`src/rtl/tpu_ram_arbiter.sv`:
```
// Two-master Wishbone arbiter sharing one RAM slave between the Caravel host (M0) and the TPU engine (M1).
// Round-robin on ties, one IDLE cycle between grants, per-grant ack watchdog with a sticky timeout flag.
module tpu_ram_arbiter #(
    parameter int TIMEOUT = 16
) (
    input  logic        caravel_wb_clk_i,
    input  logic        caravel_wb_rst_n_i,

    input  logic        m0_wb_cyc_i,
    input  logic        m0_wb_stb_i,
    input  logic        m0_wb_we_i,
    input  logic [3:0]  m0_wb_sel_i,
    input  logic [31:0] m0_wb_adr_i,
    input  logic [31:0] m0_wb_dat_i,
    output logic        m0_wb_ack_o,
    output logic        m0_wb_err_o,
    output logic [31:0] m0_wb_dat_o,

    input  logic        m1_wb_cyc_i,
    input  logic        m1_wb_stb_i,
    input  logic        m1_wb_we_i,
    input  logic [3:0]  m1_wb_sel_i,
    input  logic [31:0] m1_wb_adr_i,
    input  logic [31:0] m1_wb_dat_i,
    output logic        m1_wb_ack_o,
    output logic        m1_wb_err_o,
    output logic [31:0] m1_wb_dat_o,

    output logic        s_wb_cyc_o,
    output logic        s_wb_stb_o,
    output logic        s_wb_we_o,
    output logic [3:0]  s_wb_sel_o,
    output logic [31:0] s_wb_adr_o,
    output logic [31:0] s_wb_dat_o,
    input  logic        s_wb_ack_i,
    input  logic [31:0] s_wb_dat_i,

    output logic [1:0]  grant_o,
    output logic        timeout_o,
    input  logic        timeout_clr_i
);

    typedef enum logic [1:0] {
        IDLE     = 2'd0,
        GRANT_M0 = 2'd1,
        GRANT_M1 = 2'd2
    } state_e;

    localparam logic [7:0] WD_LAST = 8'(TIMEOUT - 1);

    state_e      state_q, state_d;
    logic        last_q, last_d;      // 1 = M1 was granted last
    logic [7:0]  wdog_q, wdog_d;
    logic        timeout_q, timeout_d;

    logic req0, req1, granted, own_cyc, wd_hit;

    assign req0    = m0_wb_cyc_i & m0_wb_stb_i;
    assign req1    = m1_wb_cyc_i & m1_wb_stb_i;
    assign granted = (state_q != IDLE);
    assign own_cyc = (state_q == GRANT_M0) ? m0_wb_cyc_i : m1_wb_cyc_i;
    // Ack in the last watchdog cycle takes priority over the timeout.
    assign wd_hit  = granted & own_cyc & ~s_wb_ack_i & (wdog_q == WD_LAST);

    always_ff @(posedge caravel_wb_clk_i or negedge caravel_wb_rst_n_i) begin
        if (!caravel_wb_rst_n_i) begin
            state_q   <= IDLE;
            last_q    <= 1'b1;
            wdog_q    <= 8'd0;
            timeout_q <= 1'b0;
        end else begin
            state_q   <= state_d;
            last_q    <= last_d;
            wdog_q    <= wdog_d;
            timeout_q <= timeout_d;
        end
    end

    always_comb begin
        state_d   = state_q;
        last_d    = last_q;
        wdog_d    = wdog_q;
        timeout_d = timeout_q;
        if (timeout_clr_i) timeout_d = 1'b0;
        unique case (state_q)
            IDLE: begin
                wdog_d = 8'd0;
                if (req0 && req1)  state_d = last_q ? GRANT_M0 : GRANT_M1;
                else if (req0)     state_d = GRANT_M0;
                else if (req1)     state_d = GRANT_M1;
            end
            GRANT_M0, GRANT_M1: begin
                if (s_wb_ack_i || !own_cyc || wd_hit) begin
                    state_d = IDLE;
                    last_d  = (state_q == GRANT_M1);
                    if (wd_hit) timeout_d = 1'b1;
                end else begin
                    wdog_d = (wdog_q == WD_LAST) ? 8'd0 : wdog_q + 8'd1;
                end
            end
            default: state_d = IDLE;
        endcase
    end

    always_comb begin
        s_wb_cyc_o  = 1'b0;
        s_wb_stb_o  = 1'b0;
        s_wb_we_o   = 1'b0;
        s_wb_sel_o  = 4'h0;
        s_wb_adr_o  = 32'h0;
        s_wb_dat_o  = 32'h0;
        m0_wb_ack_o = 1'b0;
        m0_wb_err_o = 1'b0;
        m0_wb_dat_o = 32'h0;
        m1_wb_ack_o = 1'b0;
        m1_wb_err_o = 1'b0;
        m1_wb_dat_o = 32'h0;
        grant_o     = 2'b00;
        timeout_o   = timeout_q;
        unique case (state_q)
            GRANT_M0: begin
                grant_o     = 2'b01;
                s_wb_cyc_o  = m0_wb_cyc_i & ~wd_hit;
                s_wb_stb_o  = m0_wb_stb_i & ~wd_hit;
                s_wb_we_o   = m0_wb_we_i;
                s_wb_sel_o  = m0_wb_sel_i;
                s_wb_adr_o  = m0_wb_adr_i;
                s_wb_dat_o  = m0_wb_dat_i;
                m0_wb_ack_o = s_wb_ack_i;
                m0_wb_err_o = wd_hit;
                m0_wb_dat_o = s_wb_dat_i;
            end
            GRANT_M1: begin
                grant_o     = 2'b10;
                s_wb_cyc_o  = m1_wb_cyc_i & ~wd_hit;
                s_wb_stb_o  = m1_wb_stb_i & ~wd_hit;
                s_wb_we_o   = m1_wb_we_i;
                s_wb_sel_o  = m1_wb_sel_i;
                s_wb_adr_o  = m1_wb_adr_i;
                s_wb_dat_o  = m1_wb_dat_i;
                m1_wb_ack_o = s_wb_ack_i;
                m1_wb_err_o = wd_hit;
                m1_wb_dat_o = s_wb_dat_i;
            end
            default: ;
        endcase
    end

endmodule

```
`config.mk`:
```
export PLATFORM = sky130hd
export DESIGN_NAME = tpu_ram_arbiter
export DESIGN_NICKNAME = d
export VERILOG_FILES = /design/src/rtl/tpu_ram_arbiter.sv
export SDC_FILE = /design/constraint.sdc
export NUM_CORES = 1
export LEC_CHECK = 0
export BUFFER_PORTS_ARGS = -buffer_cell sky130_fd_sc_hd__buf_2
export CELL_PAD_IN_SITES_DETAIL_PLACEMENT = 1
export CELL_PAD_IN_SITES_GLOBAL_PLACEMENT = 1
export CORE_AREA = 2 2 124 126
export CTS_CLUSTER_SIZE = 28
export DETAILED_ROUTE_END_ITERATION = 6
export DIE_AREA = 0 0 126 128
export HOLD_SLACK_MARGIN = 0.03
export PLACE_DENSITY_LB_ADDON = 0.2
export SLEW_MARGIN = 20
export SYNTH_ARGS = -nofsm -noshare
export SYNTH_HDL_FRONTEND = slang
export SYNTH_SLANG_ARGS = --single-unit
export TNS_END_PERCENT = 20
```
`constraint.sdc`:
```
create_clock -name caravel_wb_clk_i -period 2.6 [get_ports caravel_wb_clk_i]
set_input_delay 0.65 -clock caravel_wb_clk_i [delete_from_list [all_inputs] [get_ports caravel_wb_clk_i]]
set_output_delay 0.65 -clock caravel_wb_clk_i [all_outputs]
set_load 0.01 [all_outputs]
```
# Word-level counts from Yosys, hierarchy flattened
# Cells that the tools add are included.
op_classes:
  addsub: 1
  multipliers: 0
  n_div: 0
  order_cmp: 0
  n_eq_ne: 6
  shifts: 0
  n_mux: 27
  n_bitwise: 11
  reduce_logical: 11
op_table:
  columns: ["operator", "n"]
  rows:
  - ["$pmux 32 s2", 2]
  - ["$mux 32", 2]
  - ["$mux 8", 2]
  - ["$pmux 8 s2", 1]
  - ["$mux 2", 5]
  - ["$and 1x1->1", 9]
  - ["$mux 1", 9]
  - ["$add 8x1->8 const B", 1]
  - ["$eq 8x4->1 const B", 1]
  - ["$pmux 2 s2", 2]
  - ["$pmux 4 s2", 1]
  - ["$pmux 1 s2", 3]
  - ["$reduce_and 2->1", 3]
  - ["$ne 2x2->1 const B", 2]
  - ["$ne 4x4->1 const B", 1]
  - ["$reduce_bool 2->1", 2]
  - ["$eq 2x1->1 const B", 1]
  - ["$eq 2x2->1 const B", 1]
  - ["$logic_not 2->1", 1]
  - ["$logic_or 1x1->1", 2]
  - ["$not 1->1", 2]
  - ["$reduce_or 2->1", 1]
  - ["$logic_and 1x1->1", 1]
  - ["$logic_not 1->1", 1]
word_totals:
  register_bits: 12
  latch_bits: 0
  ram_bits: 0
  romBits: 0
  input_bits: 178
  output_inout_bits: 142
  wordCells: 60
  memories: 0

# Logic depth before layout (Yosys ltp)
# Gate-level depths: netlist (run 1).
logic_depth:
  ltp_word: 8
  mapped_depth: 7
  ltp_nobuf: 6

# Least setup slack after synthesis (run 1)
# Ideal clock, no wire load.
synth_timing:
  kind: "flip-flop to output port"
  from: "reg state_q[0]"
  to: "out s_wb_dat_o[25]"
  arrival_ps: 1756
  t_required_ps: 1950
  path_slack_ps: 194
  path_stages_with_launch: 8
  path_buffers: 3
  path_cell_list: "dfrtp_1 -> inv_1 -> ha_1 -> clkbuf_1 -> clkbuf_1 -> clkbuf_1 -> a22oi_1 -> nor2_1"
synth_between:
  elab_chain_cells: 2
  elab_cells_between_ends: 3
  classes_between: "eq/ne: 2; mux: 1"
synth_lines:
  columns: ["element", "line", "text"]
  rows:
  - ["start: declaration", "51", "state_e state_q, state_d;"]
  - ["start signal: assignment", "72", "state_q <= state_d;"]
  - ["$eq 2x2->1 or $eq 2x1->1 (tied branches)", "120", "unique case (state_q)"]
  - ["$pmux 32 s2 *", "120", null]
  - ["end: declaration", "34", "output logic [31:0] s_wb_dat_o,"]
# Every way passes the cells marked *; elsewhere a longest branch is shown, timed or not.

# Worst setup path after layout (run 1)
layout_timing:
  from: "reg state_q[1]"
  to: "out s_wb_cyc_o"
layout_between:
  elab_chain_cells: 8
  elab_cells_between_ends: 11
  classes_between: "eq/ne: 2; mux: 2; bitwise: 6; reduce/logical: 1"
layout_lines:
  columns: ["element", "line", "text"]
  rows:
  - ["$eq 2x1->1", "61, 120", null]
  - ["$mux 1", "61", "assign own_cyc = (state_q == GRANT_M0) ? m0_wb_cyc_i : m1_wb_cyc_i;"]
  - ["$and 1x1->1 (3 in a row)", "63", "assign wd_hit = granted & own_cyc & ~s_wb_ack_i & (wdog_q == WD_LAST);"]
  - ["$not 1->1", "123, 135", null]
  - ["$and 1x1->1, on equally long branches", "135, 123", null]
  - ["$pmux 1 s2 *", "120", null]
  - ["end: declaration", "29", "output logic s_wb_cyc_o,"]
# Marks and branches as above.

==> flow_summary_export.csv, run 1 <==
group,metric,value,unit
run_status,status,"completed",
grt,grt_max_degree,106,
worst_setup_path,cp_cell_sequence,"inv_2, ha_4, or4_4, nor3_4, nor3_2, buf_2",
worst_setup_path,worstRegToRegCells,7,
worst_setup_path,setup.worst_path.end_class,"output port",
die,die_h,128,um
place,dp.cells,814,
grt,grt_pass1_vias,3778,
clock_network,clkSlewWorstSetupHoldPaths,0.05,ns
timing,fin_crit,2.58,ns
worst_setup_path,crit_family,"simple AND/OR/NAND/NOR gates",
worst_setup_path,path_buf_inv,2,
die,rows,45,
place,preCtsSetupSlack,0.205,ns
logic_synthesis,synth_top_area_cell,"a22oi_1",
logic_synthesis,yosys.area.top_type_share,23.6,%
detailed_routing,drt_wl_total,13.7,mm
timing,setup_viol,0,
grt,grt_antenna_before_repair,0,
detailed_routing,wl_per_cell,16.6,um
logic_synthesis,yosys.area_share.xor_xnor,1.20,%
detailed_routing,drt_iter0_markers,179,
logic_synthesis,seq_area_frac_synth,13.7,%
logic_synthesis,synth_adder_area_share,2.85,%
grt,grt_first_pass_wirelength,20.3,mm
clock_network,cts.path.max_buffers,2,
logic_synthesis,syn_area_per_cell,6.60,um2
logic_synthesis,synth.net_count,516,
timing,finClkSkew,0.00352,ns
worst_setup_path,r2r-start,"state_q[1]",
logic_synthesis,synth_top_family_by_area,"simple AND/OR/NAND/NOR gates",
die,io_pins,320,
place,place_congestion,0.793,
pwr,cellLeakagePower,2.31,nW
die,initial_core_util,14.8,%
clock_network,cts_hold_buf,0,
detailed_routing,ant_nets,0,
cells_and_area,layout-drive-gt1-share,56.2,%
clock_network,cts_sinks,12,
grt,grt-busiest-layer,"met2",
logic_synthesis,ys.flop_type,"dfrtp_1",
place,numPortBuffers,319,
logic_synthesis,synth_edf_count,0,
logic_synthesis,synth_warnings,0,
timing,rsz0062_at_grt,"yes",
pwr,finalPower,0.00352,W
worst_setup_path,crit_start,"state_q[1]",
cells_and_area,final_core_util,28.3,%
timing,max_slew_margin,67.5,%
cells_and_area,fin_nets,818,
min_path,hold_path_class,"primary input to asynchronous set/reset pin",
pwr,ir_drop,0.383,mV
timing,final_hold_viol_count,0,
pwr,powerDensity,837,mW/mm2
clock_network,cts_made_buffers,3,
logic_synthesis,synth.area.top_cells,"a22oi_1 (24%), and2_1 (19%), dfrtp_1 (13%)",
logic_synthesis,ys_types,46,
clock_network,cts-root-buf,"clkbuf_16",
worst_setup_path,max_stage_delay,0.53,ns
detailed_routing,vias,3730,
clock_network,clk_latency,0.24,ns
grt,overflow,0,
detailed_routing,first_pass_iters,4,
logic_synthesis,synth_mux_area_share,2.05,%
logic_synthesis,synth-compound-area-share,32.1,%
timing,period_share,99.4,%
die,core-area,0.0149,mm2
cells_and_area,fin_cells,823,
worst_setup_path,reg2reg_slack,0.66,ns
die,die_w,126,um
logic_synthesis,yosysMostFrequentCell,"nor2_1",
clock_network,cts_tree,"built",
grt,grtUsageTotal,15.4,%
clock_network,htreeDepth,1,
logic_synthesis,yosys.area_share.simple,40.8,%
grt,global_route.usage.met1,17.6,%
detailed_routing,drc_errors,0,
grt,met2_usage,28.6,%
logic_synthesis,synth_area,0.00220,mm2
timing,fmax,387,MHz
logic_synthesis,yosys-top-cells-count,"nor2_1 (73), a22oi_1 (69), and2_1 (66), clkbuf_1 (28), dfrtp_1 (11)",
flow_run,maxCapViolations,0,
worst_setup_path,criticalPathCategory,"register to output port",
place,dp_hpwl,11.0,mm
worst_setup_path,slowest_stage,"or4_4",
cells_and_area,syn_to_final_growth,91.2,%
logic_synthesis,ys_seq_elements,12,
logic_synthesis,postSynth.asyncResetShare,100,%
timing,worst_pin_slew,0.488,ns
worst_setup_path,worstPathMaxFanout,3,
worst_setup_path,start_kind,"register",
worst_setup_path,cp_data_required_time,1.95,ns
logic_synthesis,synthCells,333,
timing,slew_violations,0,
worst_setup_path,worstPathArrival,1.93,ns
detailed_routing,post_drt_via_cell_ratio,4.53,
die,die_area,0.0161,mm2
grt,grt_util_met3,4.47,%
timing,setup_slack,0.0167,ns
worst_setup_path,reg2reg_to,"wdog_q[6]",
layer usage:
layer | wire length, um | share of wire, %
met3 | 1060 | 7.7
met2 | 7300 | 53
met1 | 5020 | 37
met5 | 0 | 0
met4 | 277 | 2.0
per-stage QoR:
| step | cell area, um2 | TNS (ns) | hold slack, ns |
|---|---|---|---|
| detailed placement | 4030 | 0 | 0.493 |
| floorplan | 2200 | 0 | 0.354 |
| finish | 4200 | 0 | 0.288 |
| global placement | 4030 | 0 | 0.488 |
| CTS | 4120 | 0 | 0.300 |
| global route | 4200 | -0.0729 | 0.309 |
worst max-delay path by stage:
stage,endpoint,depth (start not counted),slack (ns)
floorplan,s_wb_dat_o[25],7,0.19
global placement,s_wb_cyc_o,6,0.24
detailed placement,s_wb_stb_o,6,0.20
CTS,s_wb_stb_o,7,0.009
global route,s_wb_cyc_o,6,-0.04
finish,s_wb_cyc_o,6,0.02
state kept, by name (all words and copies together) (netlist names):
name / flops
last_q: 1
state_q: 2
wdog_q: 8
timeout_o: 1
kinds of logic after synthesis:
kind of cell / count (synthesis)
AOI/OAI and AO/OA: 94
xor gates and xnor gates: 3
adders and majority gates: 5
buffers and inverters: 41
DFF: 12
muxes: 4
and+or+nand+nor: 174
final cells by class:
| class | count | area (um2) |
|---|---|---|
| antenna | 1 | 2.50 |
| multi-input combinational | 280 | 1800 |
| sequential | 12 | 303 |
| tap | 188 | 235 |
| clock buffer | 4 | 88.8 |
| timing repair buffer | 333 | 1750 |
| inverter | 5 | 21.3 |
| fill | 1958 | 10700 |
power by group:
part | total (W) | internal (W) | switching, W
Sequential | 0.000253 | 0.000220 | 0.0000331
Combinational | 0.00295 | 0.00116 | 0.00179
Clock | 0.000317 | 0.000233 | 0.0000844
Total | 0.00352 | 0.00161 | 0.00190
placed cells by master, fill, tap and decap left out, types with 2 or more instances in the layout:
cell	count
buf_2	317
nor2_1	73
a22oi_1	69
and2_1	66
buf_4	11
nand2_1	10
dfrtp_1	10
nor3_1	4
o22ai_1	4
o211ai_1	4
xnor2_1	3
o21ai_0	3
a32o_1	3
ha_4	3
clkbuf_16	3
buf_12	3
inv_2	2
inv_1	2
nand4b_1	2
a22o_1	2
mux2i_1	2
nor3_2	2
and3_4	2
nand3_1	2
nand2b_1	2
a32oi_1	2
ha_1	2
buf_6	2
what timing repair did:
action,CTS,global route
setup endpoints to repair,4,6
setup buffers,0,4
pin swaps,0,7
resized for setup,2,11
Note: power is estimated with default switching activity, not from simulation.
==> run 2: changes to the inputs <==
--- a/config.mk
+++ b/config.mk
@@ -5,13 +5,14 @@
 export SDC_FILE = /design/constraint.sdc
 export NUM_CORES = 1
 export LEC_CHECK = 0
-export BUFFER_PORTS_ARGS = -buffer_cell sky130_fd_sc_hd__buf_2
+export BUFFER_PORTS_ARGS = -buffer_cell sky130_fd_sc_hd__buf_4
 export CELL_PAD_IN_SITES_DETAIL_PLACEMENT = 1
 export CELL_PAD_IN_SITES_GLOBAL_PLACEMENT = 1
-export CORE_AREA = 2 2 124 126
+export CORE_ASPECT_RATIO = 0.7
+export CORE_MARGIN = 2
+export CORE_UTILIZATION = 17
 export CTS_CLUSTER_SIZE = 28
 export DETAILED_ROUTE_END_ITERATION = 6
-export DIE_AREA = 0 0 126 128
 export HOLD_SLACK_MARGIN = 0.03
 export PLACE_DENSITY_LB_ADDON = 0.2
 export SLEW_MARGIN = 20
==> run 2 against run 1 <==
Effect of this change: wire length is 7.7% higher; register-to-register slack better by 0.03 ns; count of clock-buffer cells in the layout did not move; clock power hardly changed; sequential share of layout area down 1.1 points; critical path type unchanged; critical endpoint unchanged.
==> flow_summary_export.csv, run 2 (same netlist as run 1, synthesis figures left out) <==
group,metric,value,unit
timing,fmax,398,MHz
clock_network,htreeDepth,1,
grt,overflow,0,
worst_setup_path,start_kind,"register",
grt,grt_pass1_vias,3880,
pwr,powerDensity,806,mW/mm2
cells_and_area,register_area,302,um2
clock_network,cts_made_buffers,3,
cells_and_area,final_cell_mix,"buf_4 (328), nor2_1 (73), a22oi_1 (69)",
die,die_h,99.1,um
grt,grt_max_degree,106,
min_path,hold_path_class,"primary input to asynchronous set/reset pin",
clock_network,clkSlewWorstSetupHoldPaths,0.05,ns
cells_and_area,final_core_util,39.4,%
cells_and_area,antennaDiodeCount,0,
worst_setup_path,max_stage_delay,0.46,ns
worst_setup_path,worstPathMaxFanout,3,
cells_and_area,multi_input_comb_area,0.00177,mm2
die,core-area,0.0125,mm2
die,io_pins,320,
worst_setup_path,cp_data_required_time,1.95,ns
worst_setup_path,criticalPathCategory,"register to output port",
pwr,ir_drop,0.589,mV
flow_run,maxCapViolations,0,
cells_and_area,top_register,"wdog_q",
cells_and_area,fill_cells,1555,
cells_and_area,final_common_cell,"buf_4",
worst_setup_path,setup.worst_path.end_class,"output port",
timing,setup_slack,0.0854,ns
worst_setup_path,slowest_stage,"or4_4",
clock_network,cts_tree,"built",
timing,slew_violations,0,
cells_and_area,largest_reg_flops,8,
clock_network,clk_latency,0.24,ns
place,numPortBuffers,319,
clock_network,cts_sinks,12,
clock_network,cts_hold_buf,0,
grt,grt_first_pass_wirelength,21.5,mm
die,die_w,140,um
detailed_routing,drc_errors,0,
detailed_routing,vias,3683,
die,rows,34,
detailed_routing,first_pass_iters,4,
die,initial_core_util,17.6,%
clock_network,cts.path.max_buffers,2,
die,die_area,0.0139,mm2
cells_and_area,layout-drive-gt1-share,55.0,%
worst_setup_path,cp_cell_sequence,"inv_1, ha_1, or4_4, nor3_4, nor3_1, buf_4",
cells_and_area,largestRegisters,"wdog_q: 8 flops, state_q: 2 flops",
detailed_routing,wl_per_cell,18.5,um
timing,setup_tns,0,ns
pwr,cellLeakagePower,2.47,nW
detailed_routing,drt_wl_total,14.7,mm
grt,grt_antenna_before_repair,1,
timing,setup_viol,0,
cells_and_area,syn_to_final_growth,124,%
timing,period_share,96.7,%
timing,fin_crit,2.51,ns
place,place_congestion,0.848,
timing,finClkSkew,0.00262,ns
cells_and_area,fin_nets,817,
detailed_routing,ant_nets,0,
worst_setup_path,worstPathArrival,1.86,ns
detailed_routing,drt_iter0_markers,139,
grt,grtUsageTotal,19.4,%
place,dp_hpwl,12.1,mm
place,preCtsSetupSlack,0.220,ns
timing,worst_pin_slew,0.421,ns
run_status,status,"completed",
timing,final_hold_viol_count,0,
clock_network,cts-root-buf,"clkbuf_16",
detailed_routing,post_drt_via_cell_ratio,4.63,
timing,max_slew_margin,72.0,%
run 2: stage by stage:
| step | cell area [um2] | hold slack, ns | total power, W | instances |
|---|---|---|---|---|
| floorplan | 2200 | 0.354 | 0.00197 | 333 |
| global placement | 4810 | 0.498 | 0.00360 | 789 |
| detailed placement | 4810 | 0.502 | 0.00366 | 789 |
| CTS | 4910 | 0.243 | 0.00401 | 793 |
| global route | 4920 | 0.252 | 0.00428 | 795 |
| finish | 4920 | 0.243 | 0.00397 | 795 |
run 2: repair_timing:
| item | CTS | global route |
|---|---|---|
| pin swaps | 0 | 2 |
| resized for setup | 2 | 1 |
| setup endpoints to repair | 10 | 60 |
| setup buffers | 0 | 2 |
run 2: routing by layer:
metal / track usage (%) / wire (um) / vias to the layer above
met2: 34.8 / 7400 / 147
li1: - / - / 1783
met1: 23.1 / 5890 / 1739
met3: 7.08 / 1260 / 12
met5: 0 / 13 / -
met4: 2.38 / 136 / 2
run 2: layout make-up:
type | count | share of cell area (%)
multi-input combinational | 280 | 35.9
sequential | 12 | 6.12
inverter | 5 | 0.432
clock buffer | 4 | 1.80
timing repair buffer | 332 | 51.6
tap | 162 | 4.12
run 2: path summary, 6_finish.rpt:
kind,cells after the start,startpoint,to,slack (ns)
min in group caravel_wb_clk_i,1,timeout_o,timeout_o,0.51
min reg2reg,1,timeout_o,timeout_o,0.51
max,6,state_q[0],s_wb_cyc_o,0.09
min,1,caravel_wb_rst_n_i,wdog_q[0],0.24
max in group asynchronous,1,caravel_wb_rst_n_i,last_q,2.13
max reg2reg,5,wdog_q[0],state_q[1],0.69
run 2: worst max-delay path: cells and delay by family, from the launching register on:
kind / cells / cell delay [ns]
adder cells (fa/ha/maj): 1 / 0.22
buffers and inverters: 2 / 0.25
flip-flops: 1 / 0.35
AND/OR/NAND/NOR: 3 / 0.80
run 2: power breakdown:
| group | switching (W) | internal (W) |
|---|---|---|
| registers | 0.0000272 | 0.000218 |
| logic | 0.00187 | 0.00153 |
| clock network | 0.0000840 | 0.000232 |
| total | 0.00198 | 0.00198 |
